### config.mk
export PLATFORM = sky130hd
export DESIGN_NAME = data_bus_mm_arbiter
export DESIGN_NICKNAME = d
export VERILOG_FILES = /design/src/rtl/rxd_pkg.sv /design/src/rtl/data_bus_mm_arbiter_rr_arbiter.sv /design/src/rtl/data_bus_mm_arbiter.sv
export SDC_FILE = /design/constraint.sdc
export NUM_CORES = 1
export LEC_CHECK = 0
export CAP_MARGIN = 20
export CORE_ASPECT_RATIO = 1.5
export CORE_MARGIN = 2
export CORE_UTILIZATION = 25
export DETAILED_ROUTE_END_ITERATION = 8
export GPL_TIMING_DRIVEN = 0
export PLACE_DENSITY_LB_ADDON = 0.08
export SYNTH_ARGS = -nofsm -noshare
export SYNTH_HDL_FRONTEND = slang
export SYNTH_SLANG_ARGS = --single-unit
### constraint.sdc
create_clock -name clk -period 1.9 [get_ports clk]
set_clock_uncertainty 0.15 [all_clocks]
set_input_delay 0.285 -clock clk [delete_from_list [all_inputs] [get_ports clk]]
set_output_delay 0.285 -clock clk [all_outputs]
set_load 0.05 [all_outputs]
### src/rtl/rxd_pkg.sv
// Shared definitions for the rxd data bus: address map of the decoded slave
// regions and the observable state bundle of the multi-master arbiter.
package rxd_pkg;

    localparam int DATA_BUS_NUM_MASTERS = 2;
    localparam int DATA_BUS_NUM_SLAVES  = 8;
    localparam int DATA_BUS_ADDR_WIDTH  = 32;
    localparam int DATA_BUS_MI_W        = (DATA_BUS_NUM_MASTERS > 1) ? $clog2(DATA_BUS_NUM_MASTERS) : 1;

    localparam int SLV_CODE_RAM = 0;
    localparam int SLV_DATA_RAM = 1;
    localparam int SLV_UART     = 2;
    localparam int SLV_TIMER    = 3;
    localparam int SLV_GPIO     = 4;
    localparam int SLV_PERIPH   = 5;
    localparam int SLV_BOOT_ROM = 6;
    localparam int SLV_DEBUG    = 7;

    // PERIPH is a catch-all window over the whole peripheral space, so it
    // overlaps UART/TIMER/GPIO; the lower-indexed specific slave wins.
    localparam logic [DATA_BUS_NUM_SLAVES-1:0][DATA_BUS_ADDR_WIDTH-1:0] DATA_BUS_SLAVE_BASE = {
        32'h8000_0000,  // 7 DEBUG
        32'h2000_0000,  // 6 BOOT_ROM
        32'h4000_0000,  // 5 PERIPH
        32'h4000_3000,  // 4 GPIO
        32'h4000_2000,  // 3 TIMER
        32'h4000_1000,  // 2 UART
        32'h1000_0000,  // 1 DATA_RAM
        32'h0000_0000   // 0 CODE_RAM
    };

    localparam logic [DATA_BUS_NUM_SLAVES-1:0][DATA_BUS_ADDR_WIDTH-1:0] DATA_BUS_SLAVE_MASK = {
        32'hFFFF_F000,
        32'hFFFF_0000,
        32'hFFF0_0000,
        32'hFFFF_F000,
        32'hFFFF_F000,
        32'hFFFF_F000,
        32'hFFFF_0000,
        32'hFFFF_0000
    };

    typedef struct packed {
        logic [DATA_BUS_NUM_SLAVES-1:0] requested_slave;
        logic [DATA_BUS_NUM_SLAVES-1:0] responding_slave;
        logic [DATA_BUS_MI_W-1:0]       responding_master;
        logic                           rsp_valid;
        logic                           decode_err;
    } data_bus_mm_state_t;

endpackage

### src/rtl/data_bus_mm_arbiter_rr_arbiter.sv
// Round-robin arbiter with per-requester bus lock. The grant is combinational;
// the round-robin pointer and lock owner are registered.
module rr_arbiter
    import rxd_pkg::*;
#(
    parameter int NUM_REQ = 2,
    localparam int IW = (NUM_REQ > 1) ? $clog2(NUM_REQ) : 1
) (
    input  logic               clk,
    input  logic               rst_n,
    input  logic [NUM_REQ-1:0] req,
    input  logic [NUM_REQ-1:0] lock,
    output logic [NUM_REQ-1:0] gnt,
    output logic [IW-1:0]      gnt_idx,
    output logic               gnt_any
);

    logic [IW-1:0] rr_ptr;
    logic [IW-1:0] lock_owner;
    logic          lock_owner_valid;
    logic          lock_hold;

    // Dropping either m_lock or m_req releases the lock in the same cycle.
    assign lock_hold = lock_owner_valid && req[lock_owner] && lock[lock_owner];

    always_comb begin
        gnt_any = |req;
        gnt_idx = '0;
        if (lock_hold) begin
            gnt_idx = lock_owner;
        end else begin
            // Two descending passes: the later pass (indices at or above the
            // pointer) overrides, leaving the lowest index in the winning half.
            for (int j = NUM_REQ - 1; j >= 0; j--) begin
                if (req[j] && (j < int'(rr_ptr))) gnt_idx = IW'(j);
            end
            for (int j = NUM_REQ - 1; j >= 0; j--) begin
                if (req[j] && (j >= int'(rr_ptr))) gnt_idx = IW'(j);
            end
        end
    end

    always_comb begin
        gnt = '0;
        for (int j = 0; j < NUM_REQ; j++) begin
            gnt[j] = gnt_any && (gnt_idx == IW'(j));
        end
    end

    always_ff @(posedge clk) begin
        if (!rst_n) begin
            rr_ptr           <= '0;
            lock_owner       <= '0;
            lock_owner_valid <= 1'b0;
        end else begin
            if (gnt_any) begin
                rr_ptr <= (gnt_idx == IW'(NUM_REQ - 1)) ? '0 : gnt_idx + IW'(1);
            end
            lock_owner_valid <= gnt_any && lock[gnt_idx];
            if (gnt_any && lock[gnt_idx]) begin
                lock_owner <= gnt_idx;
            end
        end
    end

endmodule

### src/rtl/data_bus_mm_arbiter.sv
// Multi-master data bus: round-robin/lock arbitration, base/mask slave decode
// and a one-cycle response pipeline routing slave and master back.
module data_bus_mm_arbiter
    import rxd_pkg::*;
#(
    parameter int NUM_MASTERS = 2,
    parameter int NUM_SLAVES  = 8,
    parameter int ADDR_WIDTH  = 32,
    parameter logic [NUM_SLAVES-1:0][ADDR_WIDTH-1:0] SLAVE_BASE = '0,
    parameter logic [NUM_SLAVES-1:0][ADDR_WIDTH-1:0] SLAVE_MASK = '1,
    localparam int MI_W = (NUM_MASTERS > 1) ? $clog2(NUM_MASTERS) : 1
) (
    input  logic                              clk,
    input  logic                              rst_n,
    input  logic [NUM_MASTERS-1:0]            m_req,
    input  logic [NUM_MASTERS*ADDR_WIDTH-1:0] m_addr,
    input  logic [NUM_MASTERS-1:0]            m_lock,
    output logic [NUM_MASTERS-1:0]            m_gnt,
    output logic [ADDR_WIDTH-1:0]             bus_addr,
    output logic [NUM_SLAVES-1:0]             requested_slave,
    output logic [NUM_SLAVES-1:0]             responding_slave,
    output logic [MI_W-1:0]                   responding_master,
    output logic                              rsp_valid,
    output logic                              decode_err
);

    logic [MI_W-1:0] gnt_idx;
    logic            gnt_any;
    logic            slave_hit;

    rr_arbiter #(
        .NUM_REQ (NUM_MASTERS)
    ) u_rr_arbiter (
        .clk     (clk),
        .rst_n   (rst_n),
        .req     (m_req),
        .lock    (m_lock),
        .gnt     (m_gnt),
        .gnt_idx (gnt_idx),
        .gnt_any (gnt_any)
    );

    always_comb begin
        bus_addr = '0;
        for (int k = 0; k < NUM_MASTERS; k++) begin
            if (m_gnt[k]) bus_addr = m_addr[k*ADDR_WIDTH +: ADDR_WIDTH];
        end
    end

    // Address 0 decodes to a real region, so the select is gated by the grant.
    always_comb begin
        requested_slave = '0;
        slave_hit       = 1'b0;
        for (int i = 0; i < NUM_SLAVES; i++) begin
            if (!slave_hit && gnt_any && ((bus_addr & SLAVE_MASK[i]) == SLAVE_BASE[i])) begin
                requested_slave[i] = 1'b1;
                slave_hit          = 1'b1;
            end
        end
    end

    always_ff @(posedge clk) begin
        if (!rst_n) begin
            responding_slave  <= '0;
            responding_master <= '0;
            rsp_valid         <= 1'b0;
            decode_err        <= 1'b0;
        end else begin
            responding_slave  <= requested_slave;
            responding_master <= gnt_idx;
            rsp_valid         <= gnt_any;
            decode_err        <= gnt_any && !slave_hit;
        end
    end

endmodule
==> results of run 1 <==
## power by group
group / internal, mW / switching, mW / leakage, nW
clock: 0.137 / 0.0631 / 0.0216
combinational: 0.493 / 0.647 / 1.42
sequential: 0.181 / 0.00937 / 0.0674
## sequential cells by signal, indices dropped and copies added (netlist names)
name	count
rsp_valid	1
u_rr_arbiter.lock_owner	1
responding_master	1
u_rr_arbiter.lock_owner_valid	1
responding_slave	2
u_rr_arbiter.rr_ptr	1
decode_err	1
## repair_timing
item,4_1_cts,5_1_grt
pin swaps,26,22
cloned,1,3
setup buffers,7,4
gates resized for setup,346,57
setup endpoints to repair,42,35
## final timing paths
kind / startpoint / to / slack (ps) / cells past startpoint
max: u_rr_arbiter.rr_ptr / bus_addr[17] / -200 / 6
min: m_req[1] / u_rr_arbiter.lock_owner_valid / 320 / 3
max reg2reg: u_rr_arbiter.rr_ptr / responding_slave[0] / 220 / 7
min reg2reg: u_rr_arbiter.lock_owner / u_rr_arbiter.lock_owner / 340 / 2
## critical path, stage by stage (launching register included)
cell and delay (ps):
dfxtp_4 360, a21bo_4 240, o211ai_4 140, nand2_8 140
clkbuf_16 200, mux2i_4 160, buf_6 180
## cells by family after synthesis
kind of cell	after synthesis	synth area share, %
AND/OR/NAND/NOR	61	24.32
buffers and inverters	59	25.94
multiplexers	32	25.94
AO/OA/AOI/OAI	14	10.54
flip-flops	8	12.97
other	1	0.3037
## layout make-up
type | count | area share (%)
well taps | 66 | 2.632
flip-flops and latches | 8 | 5.263
plain buffers | 20 | 5.662
repair buffers | 127 | 39.51
clock buffers | 3 | 1.316
multi-input cells | 116 | 40.99
inverters | 38 | 4.625
## layout by cell type, fill, tap and decap left out, types with 4 or more instances in the layout
| master | Yosys | layout |
|---|---|---|
| mux2i_4 | 0 | 29 |
| nand2_1 | 34 | 34 |
| clkdlybuf4s15_1 | 0 | 19 |
| buf_4 | 13 | 23 |
| clkdlybuf4s50_1 | 0 | 5 |
| clkbuf_2 | 0 | 12 |
| conb_1 | 1 | 8 |
| dfxtp_1 | 8 | 6 |
| inv_1 | 37 | 36 |
| buf_6 | 0 | 36 |
| nand4_1 | 4 | 4 |
| nor4_2 | 0 | 15 |
| dlygate4sd2_1 | 0 | 41 |
## routing by layer
layer,vias up,share of wire (%),global-route usage (%)
met2,71,57,34.66
met5,-,0,0
met4,0,1.2,3.723
li1,839,-,-
met1,803,34,19.93
met3,8,7.8,3.453
## per-stage QoR
step	total power, mW	setup slack [ps]	cell area, µm²
final	1.530	-196.1	3138
after global routing	1.599	-238.1	3138
after CTS	1.501	-269.4	3039
after detailed placement	1.256	-1231	2833
after global placement	1.251	-1234	2833
after floorplan	0.8934	-209.2	1609
==> flow_metrics.tcl, run 1 <==
set metrics [dict create \
    whs_ps 315.2 \
    fin_nets 384 \
    fin_ws_ps -196.1 \
    ys_warn_count 0 \
    fill_cells 444 \
    io_buffers 114 \
    clkLatencyLatePin_ps 230 \
    postLayoutCoreUtil_pct 65.24 \
    drt_wl_total_mm 5.300 \
    grt_overflow 0 \
    synth_cell_types 26 \
    status "complete, but fails checks" \
    htreeDepth 1 \
    yosys.cell_count.top_type "inv_1" \
    clk_pin_slew_worst_paths_ps 40 \
    clockBufferDepth 2 \
    drtPass1Iterations 4 \
    core_um2 4810 \
    viasPerCell 4.553 \
    relSlewSlack_pct 65.56 \
    multi_input_area_um2 1286 \
    io_pins 123 \
    cts_hold_buffers 0 \
    root_buffer "clkbuf_8" \
    setup_violations 35 \
    netlist.area_leader.share_pct 25.94 \
    syn_avg_cell_area_um2 7.057 \
    rsz0062_at_grt "yes" \
    synth.area.top_cells "mux2i_1 (26%), dfxtp_1 (13%), inv_1 (11%), nand2_1 (10%), nor4_1 (8.1%)" \
    gp_congestion 0.8353 \
    drc 0 \
    rows 31 \
    failed_checks "setup timing" \
    cts_made_buffers 3 \
    hold_viol 0 \
    required_ps 1460 \
    first_global_vias 1721 \
    cap_viol_max_count 0 \
    ys_seq_area_share_pct 12.97 \
    grt_max_degree 11 \
    die_h_um 90.08 \
    wl_per_cell_um 14.02 \
    ys_ff_latch 8 \
    setup-tns-final_ps -5389 \
    antenna_found_initial 0 \
    synth_top_area_cell "mux2i_1" \
    worst_ep_arrival_time_ps 1660 \
    die_x_um 61.39 \
    drtAntennaViolNets 0 \
    synth_area_um2 1235 \
    hpwl_mm 4.106 \
    p_leak_nw 1.505 \
    placed_cells 362 \
    tightest_slew_ps 515.0 \
    vias 1721 \
    drv_slew 0 \
    ff_latch_area_um2 165.2 \
    finalNonFillerCells 378 \
    synth_common_cells "inv_1 (37), nand2_1 (34), mux2i_1 (32)" \
    async_reset_ff_share_pct 0 \
    cp-end-kind "primary output" \
    track_usage_pct 18.33 \
    synthCells 175 \
    crit_path_start_kind "flop" \
    synth_edf_count 0 \
    grt_pass1_wl_mm 7.845 \
    fin_crit_ps 2096 \
    cp_max_fo 6 \
    die_area_um2 5530 \
    crit_type "flop to primary output" \
    detail_route.iter0.violations 22 \
    area_growth_pct 154.1 \
    power_density_nw_per_um2 487.5 \
    antennaDiodeCount 0 \
    synth_flop_cell "dfxtp_1" \
    hold_path.class "input port to flop" \
    ir_drop_mv 0.4174 \
    drive_gt1_share_pct 45.51 \
    clock_sinks 8 \
    fmax_mhz 477.1 \
    start_util_pct 25.68 \
    cts_tree "built" \
    final.period_utilization_pct 110.3 \
]
(Power assumes the default switching activity.)
==> run 2, diff against run 1 <==
--- a/config.mk
+++ b/config.mk
@@ -11,7 +11,7 @@
 export CORE_UTILIZATION = 25
 export DETAILED_ROUTE_END_ITERATION = 8
 export GPL_TIMING_DRIVEN = 0
-export PLACE_DENSITY_LB_ADDON = 0.08
+export PLACE_DENSITY_LB_ADDON = 0.2
 export SYNTH_ARGS = -nofsm -noshare
 export SYNTH_HDL_FRONTEND = slang
 export SYNTH_SLANG_ARGS = --single-unit
==> run 2 against run 1 <==
  * The run still ends with setup timing left
  * Via count shrank 1.0%
  * Setup slack lost 28 ps
  * Die area is the same
  * Register-to-register slack gained 90 ps
==> flow_metrics.tcl, run 2 (synthesized netlist as in run 1, its figures left out) <==
set metrics [dict create \
    die_h_um 90.08 \
    track_usage_pct 18.12 \
    vias 1703 \
    detail_route.iter0.violations 26 \
    rsz0062_at_grt "yes" \
    required_ps 1460 \
    worst_ep_arrival_time_ps 1690 \
    p_leak_nw 1.512 \
    grt_max_degree 11 \
    drtAntennaViolNets 0 \
    relSlewSlack_pct 65.98 \
    grt_pass1_wl_mm 7.728 \
    multi_input_area_um2 1250 \
    switchingPower_mw 0.7104 \
    wl_per_cell_um 13.71 \
    fin_nets 385 \
    clkLatencyLatePin_ps 220 \
    fin_crit_ps 2124 \
    timing.rr.start "u_rr_arbiter.lock_owner_valid" \
    final_cell_mix "dlygate4sd2_1 (49), inv_1 (36), nand2_1 (34), buf_6 (32), buf_4 (27)" \
    viasPerCell 4.482 \
    final_area_um2 3151 \
    largest_reg_flops 2 \
    cts_tree "built" \
    final_common_cell "dlygate4sd2_1" \
    die_area_um2 5530 \
    status "complete, but fails checks" \
    p_int_mw 0.8138 \
    postLayoutCoreUtil_pct 65.50 \
    finalPower_mw 1.524 \
    htreeDepth 1 \
    io_pins 123 \
    ff_latch_area_um2 165.2 \
    io_buffers 114 \
    tightest_slew_ps 508.8 \
    drt_wl_total_mm 5.209 \
    drv_slew 0 \
    rows 31 \
    hpwl_mm 4.105 \
    drtPass1Iterations 4 \
    power_frac_comb_pct 74.8 \
    worstReg2RegEnd "decode_err" \
    fmax_mhz 470.7 \
    area_growth_pct 155.1 \
    largest_register "responding_slave" \
    fill_cells 453 \
    hold_path.startpoint "m_req[1]" \
    antenna_found_initial 1 \
    cp_max_fo 6 \
    crit_type "flop to primary output" \
    clk_pin_slew_worst_paths_ps 40 \
    grt_overflow 0 \
    hold_viol 0 \
    clock_sinks 8 \
    hold_path.class "input port to flop" \
    cts_made_buffers 3 \
    p_seq_share_pct 12.4 \
    drc 0 \
    placed_area_um2 2833 \
    fin_ws_ps -224.4 \
    gp_congestion 0.7956 \
    first_global_vias 1710 \
    start_util_pct 25.68 \
    setup_violations 34 \
    power_density_nw_per_um2 483.8 \
    ir_drop_mv 0.5290 \
    hold_end "u_rr_arbiter.lock_owner_valid" \
    final.period_utilization_pct 111.8 \
    root_buffer "clkbuf_8" \
    die_x_um 61.39 \
    failed_checks "setup timing" \
    whs_path_depth 3 \
    pwr-share-clk_pct 12.8 \
    reg2reg_depth 6 \
    r2r_setup_slack_ps 310 \
    cap_viol_max_count 0 \
    core_um2 4810 \
    cp-end-kind "primary output" \
    drive_gt1_share_pct 43.77 \
    clockBufferDepth 2 \
    swShare_pct 46.61 \
    crit_path_start_kind "flop" \
]
## run 2: cell types whose count changed in the layout (fill, tap and decap cells not counted), sizes merged
| cell | previous run | this run |
|---|---|---|
| buf | 67 | 70 |
| diode | 0 | 1 |
| dlymetal6s2s | 1 | 0 |
| nand2 | 36 | 35 |
| clkbuf | 17 | 10 |
| dlygate4sd2 | 41 | 49 |
| clkdlybuf4s15 | 19 | 18 |
## run 2: layer usage
layer / global-route usage [%] / vias up / share of wire [%]
li1: - / 842 / -
met1: 16.70 / 793 / 32
met2: 36.52 / 64 / 59
met3: 3.741 / 4 / 8.0
met4: 4.787 / 0 / 0.61
met5: 0 / - / 0
## run 2: through the flow
stage	setup slack, ps	TNS [ps]	std cells	hold slack, ps
after floorplan	-209.2	-890.4	182	264.2
after global placement	-1203	-36860	362	329.1
after detailed placement	-1192	-37760	362	328.4
after CTS	-223.6	-5954	375	300.0
after global routing	-292.1	-8007	380	321.7
final	-224.4	-6023	380	296.9
## run 2: cell type report
type,count,area share [%]
plain buffers,21,6.275
well taps,66,2.621
repair buffers,128,40.19
multi-input cells,115,39.67
flip-flops and latches,8,5.242
inverters,38,4.607
diodes,1,0.07943
clock buffers,3,1.311
## run 2: worst max-delay path, stage by stage, from the launching register on
cell and delay (ps):
dfxtp_4 360, a21bo_4 240, o211ai_4 120, nand2_8 110, buf_12 140, buf_16 140
mux2i_4 170, buf_6 180
## run 2: power by group through the flow
stage          Sequential, mW  Combinational (mW)  Clock (mW)
2_1_floorplan           0.214               0.680           0
3_5_place_dp            0.190                1.07           0
6_report                0.189                1.14       0.195
5_1_grt                 0.190                1.19       0.212
3_3_place_gp            0.190                1.06           0
4_1_cts                 0.188                1.12       0.202
## run 2: worst max path at each step
stage / from / to / depth (start not counted)
floorplan: u_rr_arbiter.lock_owner_valid / bus_addr[26] / 4
global placement: m_addr[63] / requested_slave[0] / 6
detailed placement: m_addr[63] / requested_slave[0] / 6
CTS: u_rr_arbiter.rr_ptr / bus_addr[10] / 7
global route: u_rr_arbiter.rr_ptr / bus_addr[19] / 7
finish: u_rr_arbiter.rr_ptr / bus_addr[3] / 7
## run 2: timing repair
item	in CTS	in global routing
hold buffers	0	0
hold endpoints to repair	0	0
setup endpoints to repair	42	35
resized for setup	353	34
setup buffers	8	4
cloned	2	0
pin swaps	26	12
==> run 3, diff against run 2 <==
--- a/config.mk
+++ b/config.mk
@@ -7,7 +7,7 @@
 export LEC_CHECK = 0
 export CAP_MARGIN = 20
 export CORE_ASPECT_RATIO = 1.5
-export CORE_MARGIN = 2
+export CORE_MARGIN = 3
 export CORE_UTILIZATION = 25
 export DETAILED_ROUTE_END_ITERATION = 8
 export GPL_TIMING_DRIVEN = 0
==> run 3 against run 2 <==
  * The flow still finishes with violations (setup timing)
  * Global-route usage fell by 0.093 points
  * Power decreased by 1.5%
  * Cell area decreased by 4.1%
  * Hold slack better by 1.4 ps
  * Die area increased by 5.6%
  * Clock-buffer cell count is the same
  * Setup slack got worse by 32 ps
  * Clock power is essentially flat
  * Via count decreased by 1.6%
  * Non-clock buffer count shrank 1
  * Final cell count fell by 1.1%
  * Sequential share of layout area increased by 0.22 points
  * Largest power group unchanged
==> flow_metrics.tcl, run 3 (synthesized netlist as in run 1, its figures left out) <==
set metrics [dict create \
    die_h_um 92.08 \
    hold_path.class "input port to flop" \
    p_leak_nw 1.485 \
    power_density_nw_per_um2 496.5 \
    crit_path_start_kind "flop" \
    fin_crit_ps 2157 \
    pre_cts_ws_ps -1258 \
    grt_overflow 0 \
    detail_route.iter0.violations 45 \
    drive_gt1_share_pct 47.44 \
    clockBufferDepth 2 \
    clkLatencyLatePin_ps 220 \
    largest_reg_flops 2 \
    max_stage_delay_ps 330 \
    start_util_pct 26.53 \
    root_buffer "clkbuf_8" \
    final_common_cell "dlygate4sd2_1" \
    setup_violations 33 \
    core_um2 4654 \
    drtAntennaViolNets 0 \
    final.period_utilization_pct 113.5 \
    met2WireLength_mm 3.311 \
    drc 0 \
    cp-end-kind "primary output" \
    grt_max_degree 11 \
    fill_cells 442 \
    io_pins 123 \
    failed_checks "setup timing" \
    clock_sinks 8 \
    fin_ws_ps -256.8 \
    rsz0062_at_grt "yes" \
    cts_hold_buffers 0 \
    crit_slowest_cell "dfxtp_2" \
    cts_made_buffers 3 \
    die_area_um2 5836 \
    relSlewSlack_pct 66.43 \
    largest_register "responding_slave" \
    setup-tns-final_ps -6165 \
    fmax_mhz 463.7 \
    hold_viol 0 \
    htreeDepth 1 \
    drv_slew 0 \
    gp_congestion 0.8433 \
    drtPass1Iterations 4 \
    io_buffers 114 \
    clk_pin_slew_worst_paths_ps 40 \
    die_x_um 63.39 \
    drt-met1-wl_mm 1.924 \
    rows 30 \
    fin_nets 384 \
    wl_per_cell_um 14.72 \
    antenna_found_initial 0 \
    cts_tree "built" \
    cap_viol_max_count 0 \
    viasPerCell 4.457 \
    crit_type "flop to primary output" \
    met3_wirelength_um 269 \
    first_global_vias 1630 \
    cp_max_fo 6 \
    worst_ep_arrival_time_ps 1720 \
    highest_layer "met4" \
    final_cell_mix "dlygate4sd2_1 (39), inv_1 (36), nand2_1 (34), buf_6 (31), buf_4 (28)" \
    status "complete, but fails checks" \
    required_ps 1460 \
    hpwl_mm 4.463 \
    antennaDiodeCount 0 \
    grt_pass1_wl_mm 8.231 \
    vias 1676 \
    critical_path.cell_chain "a21oi_4 > o211ai_4 > nand2_8 > buf_8 > buf_16 > mux2i_4 > buf_6" \
    ir_drop_mv 0.5687 \
    postLayoutCoreUtil_pct 64.95 \
    track_usage_pct 18.02 \
    tightest_slew_ps 502.0 \
    drt_wl_total_mm 5.533 \
    area_growth_pct 144.8 \
]
run 3: cell count changes in the layout (fill, tap and decap cells not counted), moves of 2 or more:
cell             previous run  this run
clkbuf_2                    7        22
dlygate4sd2_1              49        39
clkdlybuf4s15_1            15        12
clkdlybuf4s15_2             3         0
buf_12                      4         2
nor4_2                     11        13
nor4_4                      3         1
run 3: layer usage:
layer / global-route usage, % / vias to the layer above
met5: 0 / -
met4: 3.243 / 0
met3: 2.206 / 4
met2: 37.75 / 61
met1: 18.29 / 775
li1: - / 836
run 3: final cells by class:
type / instances / area, µm² / share of cell area [%]
multi-input cells: 115 / 1232 / 40.77
repair buffers: 127 / 1156 / 38.25
plain buffers: 21 / 205.2 / 6.788
flip-flops and latches: 8 / 165.2 / 5.464
inverters: 38 / 142.6 / 4.719
well taps: 64 / 80.08 / 2.649
clock buffers: 3 / 41.29 / 1.366
run 3: per-stage QoR:
stage,area [µm²],hold slack (ps),total power [mW],std cells
6_report,3023,298.3,1.501,376
5_1_grt,3023,328.9,1.565,376
4_1_cts,3068,290.4,1.512,372
3_5_place_dp,2830,327.7,1.258,360
3_3_place_gp,2830,328.6,1.251,360
2_1_floorplan,1609,264.2,0.8934,182
run 3: worst paths after layout:
path	start	to	slack, ps	cells after the start
max reg2reg	u_rr_arbiter.lock_owner_valid	decode_err	190	7
max	u_rr_arbiter.lock_owner_valid	bus_addr[5]	-260	7
min reg2reg	u_rr_arbiter.lock_owner	u_rr_arbiter.lock_owner	330	2
min	m_req[1]	u_rr_arbiter.lock_owner_valid	300	3
run 3: critical path: cells and delay by family (launching register included):
family                 cells  cell delay [ps]
buffers and inverters      3              450
flip-flops                 1              330
AND/OR/NAND/NOR            1              130
AO/OA/AOI/OAI              2              320
multiplexers               1              240
run 3: repair_timing:
action | CTS | global route
pin swaps | 26 | 23
setup endpoints to repair | 42 | 34
gates cloned | 2 | 0
buffers inserted | 7 | 5
resized for setup | 342 | 60
run 3: power by group:
group          total [mW]  internal, mW  leakage, nW  switching [mW]
logic                1.12         0.477         1.40           0.639
registers           0.189         0.181       0.0674         0.00819
clock network       0.196         0.137       0.0216          0.0592
